**src/rtl/down_counter.sv**
```systemverilog
// Loadable down counter with a one-shot or auto-reload terminal-count pulse.
// Every output is registered; the next-state logic is in one always_comb block.
module down_counter #(
    parameter int unsigned WIDTH = 4
) (
    input  logic             clk,
    input  logic             reset,
    input  logic             load,
    input  logic [WIDTH-1:0] load_value,
    input  logic             enable,
    input  logic             auto_reload,
    output logic [WIDTH-1:0] counter,
    output logic             zero,
    output logic             tc_pulse,
    output logic             busy
);

    typedef enum logic {
        IDLE,
        RUN
    } state_t;

    localparam logic [WIDTH-1:0] ONE = WIDTH'(1);

    state_t           state_q, state_d;
    logic [WIDTH-1:0] counter_q, counter_d;
    logic [WIDTH-1:0] reload_q, reload_d;
    logic             zero_q, zero_d;
    logic             tc_pulse_q, tc_pulse_d;
    logic             busy_q, busy_d;

    always_comb begin
        state_d    = state_q;
        counter_d  = counter_q;
        reload_d   = reload_q;
        tc_pulse_d = 1'b0;

        if (load) begin
            // A load restarts immediately and drops any terminal count due on this edge.
            counter_d = load_value;
            reload_d  = load_value;
            state_d   = (load_value != '0) ? RUN : IDLE;
        end else if (state_q == RUN && enable) begin
            if (counter_q == ONE) begin
                tc_pulse_d = 1'b1;
                if (auto_reload) begin
                    counter_d = reload_q;
                end else begin
                    counter_d = '0;
                    state_d   = IDLE;
                end
            end else begin
                counter_d = counter_q - ONE;
            end
        end

        // Status flags are derived from next-state values so they stay in step with counter.
        zero_d = (counter_d == '0);
        busy_d = (state_d == RUN);
    end

    always_ff @(posedge clk) begin
        if (reset) begin
            state_q    <= IDLE;
            counter_q  <= '0;
            reload_q   <= '0;
            zero_q     <= 1'b1;
            tc_pulse_q <= 1'b0;
            busy_q     <= 1'b0;
        end else begin
            state_q    <= state_d;
            counter_q  <= counter_d;
            reload_q   <= reload_d;
            zero_q     <= zero_d;
            tc_pulse_q <= tc_pulse_d;
            busy_q     <= busy_d;
        end
    end

    assign counter  = counter_q;
    assign zero     = zero_q;
    assign tc_pulse = tc_pulse_q;
    assign busy     = busy_q;

endmodule

```
**config.mk**
```make
export PLATFORM = sky130hd
export DESIGN_NAME = down_counter
export DESIGN_NICKNAME = d
export VERILOG_FILES = /design/src/rtl/down_counter.sv
export SDC_FILE = /design/constraint.sdc
export NUM_CORES = 1
export LEC_CHECK = 0
export ABC_AREA = 1
export BUFFER_PORTS_ARGS = -buffer_cell sky130_fd_sc_hd__clkbuf_2
export CAP_MARGIN = 20
export CORE_AREA = 2 2 39 41
export DETAILED_ROUTE_END_ITERATION = 8
export DIE_AREA = 0 0 41 43
export GPL_ROUTABILITY_DRIVEN = 0
export PLACE_DENSITY = 0.71
export SLEW_MARGIN = 20
export SYNTH_ARGS = -nofsm -noshare
export SYNTH_HDL_FRONTEND = slang
export SYNTH_SLANG_ARGS = --single-unit
```
**constraint.sdc**
```tcl
create_clock -name clk -period 2.34 [get_ports clk]
set_input_delay 0.117 -clock clk [delete_from_list [all_inputs] [get_ports clk]]
set_output_delay 0.117 -clock clk [all_outputs]
set_load 0.02 [all_outputs]
```
==> summary.md <==
| Metric | Value |
|---|---|
| Post-CTS setup buffers | 0 |
| Worst-path clk slew | 70 ps |
| Vias in the first global route | 503 |
| Post-synthesis compound-gate area fraction | 0.0784 |
| Worst skew pair latency | 270 ps |
| Main combinational cell family by area after synthesis | simple AND/OR/NAND/NOR gates |
| Final Max Slew Viols | 0 |
| # hold bufs at CTS | 0 |
| Initial antenna violation count | 0 |
| First-pass GRT wire length | 1.99 mm |
| Register area share after synthesis | 0.363 |
| Ys async rst share | 0 |
| Synthesized-area fraction occupied by and/or/nand/nor cells | 0.419 |
| Crit path DAT | 1730 ps |
| CTS tree | yes |
| F_max | 662 MHz |
| Fin Setup TNS | 0 ps |
| Largest net degree at the start of global routing | 9 |
| Post-Syn Nets | 99 |
| Number of synthesized flops with an enable pin | 0 |
| Layout cells sized above 1 | 0.262 |
| Synth Flop Type | dfxtp_1 |
| Drt first pass iters | 4 |
| Critical Path Sink Type | flop |
| Multiplexer area fraction after synthesis | 0 |
| XOR/XNOR Fraction of Synth Area | 0 |
| Cell count after synthesis | 88 |
| Ant diodes | 0 |
| Post-Route WL | 1.30 mm |
| Register-to-Register Setup Slack | 830 ps |
| DR vias/cell | 4.83 |
| Status | completed |
| Slew HR | 0.811 |
| Post-CTS resize count | 0 |
| Worst Tran Pin Value | 284 ps |
| Row Count | 14 |
| Post-synth top area share | 0.363 |
| Clock buffer depth | 2 |
| Hold Worst Slack | 81.0 ps |
| Top post-synthesis cells by count | nand2_1, inv_1, dfxtp_1, nand3_1, o21ai_0 |
| Max cap viols | 0 |
| Setup violators final | 0 |
| CTS buffer count | 3 |
| IO Pins | 16 |
| WL/cell | 10.5 um |
| CP Max Fanout | 7 |
| Final ANT Viol Nets | 0 |
| Gr usage total | 0.174 |
| Largest area contributor in the netlist | dfxtp_1 |
| Initial Util | 0.439 |
| Die Y | 43 um |
| Routed via count | 594 |
| CTS sink cnt | 11 |
| DR iter-0 viols | 12 |
| Synth Cell Area | 607 sq um |
| Layout Area Growth over Synthesis | 20.0% |
| Peak supply drop | 0.000261 V |
| RSZ-0062 raised after global routing | no |
| Final HPWL DP | 1.04 mm |
| PwrDens | 612 mW/mm^2 |
| Nets | 119 |
| Synth Area in Adders | 0.0412 |
| Top-count cell post-synth | nand2_1 |
| YS warnings | 0 |
| Yosys reg bits | 11 |
| Crit share post-route | 0.645 |
| Hold Crit Class | input pin to flop |
| Clock Tree Root | clkbuf_4 |
| Skew final | 1.63 ps |
| Core Footprint | 0.00138 sq mm |
| Die width | 41 um |
| Netlist cell types | 18 |
| Minimum clock period | 1510 ps |
| Syn Area/Cell | 6.90 sq um |
| Pleak | 0.000404 uW |
| Residual DRC count | 0 |
| Startpoint Class | flop |
| Grt ovf | 0 |
| H-tree depth | 1 |
| Final hold viol count | 0 |
| Synth top area cells | dfxtp_1, nand2_1, inv_1 |
| Critical path class | flop to flop |
| Critical Path RT | 2560 ps |
| Die Area | 0.00176 sq mm |
| Buffers added on ports | 15 |
==> layout make-up <==
cell class              instances  area (sq um)
clock buffers                   4          26.3
well taps                      16          20.0
repair buffers                 15          75.1
fillers                       140           656
flip-flops and latches         11           220
inverters                      16          60.1
multi-input cells              61           327
==> worst max-delay path, stage by stage (launching register included) <==
cell and delay (ps):
dfxtp_1 320, inv_1 110, ha_1 330, nand3_1 120
nand3_1 90, nand2_1 50, a21oi_1 250, nand2_1 110
nor2_2 80
==> report_power, final <==
group | switching, uW | total, uW | internal [uW]
clock | 66.1 | 132 | 66.1
combinational | 64.8 | 102 | 37.2
sequential | 10.2 | 211 | 201
total | 141 | 445 | 304
==> final timing paths <==
path,from,endpoint,depth (start not counted)
max,counter[1],zero,8
min,reset,busy,2
max reg2reg,counter[1],zero,8
min reg2reg,reload_q[0],reload_q[0],2
==> registers in the layout, summed over array words and instances, names as in the netlist <==
signal	cells
tc_pulse	1
busy	1
reload_q	4
zero	1
counter	4
==> cell families after synthesis <==
logic type               count (synthesis)
flip-flops                              11
buffers and inverters                   16
AND/OR/NAND/NOR                         50
adder cells (fa/ha/maj)                  2
AO/OA/AOI/OAI                            9
==> metal layers <==
metal | vias to the layer above | global-route usage | routed length (um) | part of all wire
met1 | 264 | 0.223 | 634 | 0.49
met4 | 0 | 0.160 | 44 | 0.034
li1 | 319 | - | - | -
met5 | - | 0 | 0 | 0
met3 | 4 | 0.0157 | 20 | 0.015
met2 | 7 | 0.241 | 596 | 0.46
==> metrics by stage <==
stage / util / instances / power (uW) / instance area, sq um / setup slack, ps
3_5_place_dp: 0.507 / 119 / 318 / 702 / 855
4_1_cts: 0.526 / 123 / 451 / 728 / 830
6_report: 0.526 / 123 / 445 / 728 / 830
3_3_place_gp: 0.507 / 119 / 316 / 702 / 912
5_1_grt: 0.526 / 123 / 469 / 728 / 727
2_1_floorplan: - / 88 / 285 / 607 / 924
==> cell usage in the layout, fill, tap and decap left out, types with 2 or more instances in the layout <==
| cell | instances |
|---|---|
| inv_1 | 16 |
| clkbuf_4 | 3 |
| clkbuf_2 | 15 |
| nand3b_1 | 2 |
| dfxtp_1 | 11 |
| nand2_2 | 4 |
| a21oi_1 | 2 |
| nand4_1 | 2 |
| nor2_2 | 3 |
| ha_1 | 2 |
| nor2_1 | 2 |
| nand2_1 | 22 |
| o21ai_0 | 5 |
| nand3_1 | 11 |
(Power assumes the default switching activity.)
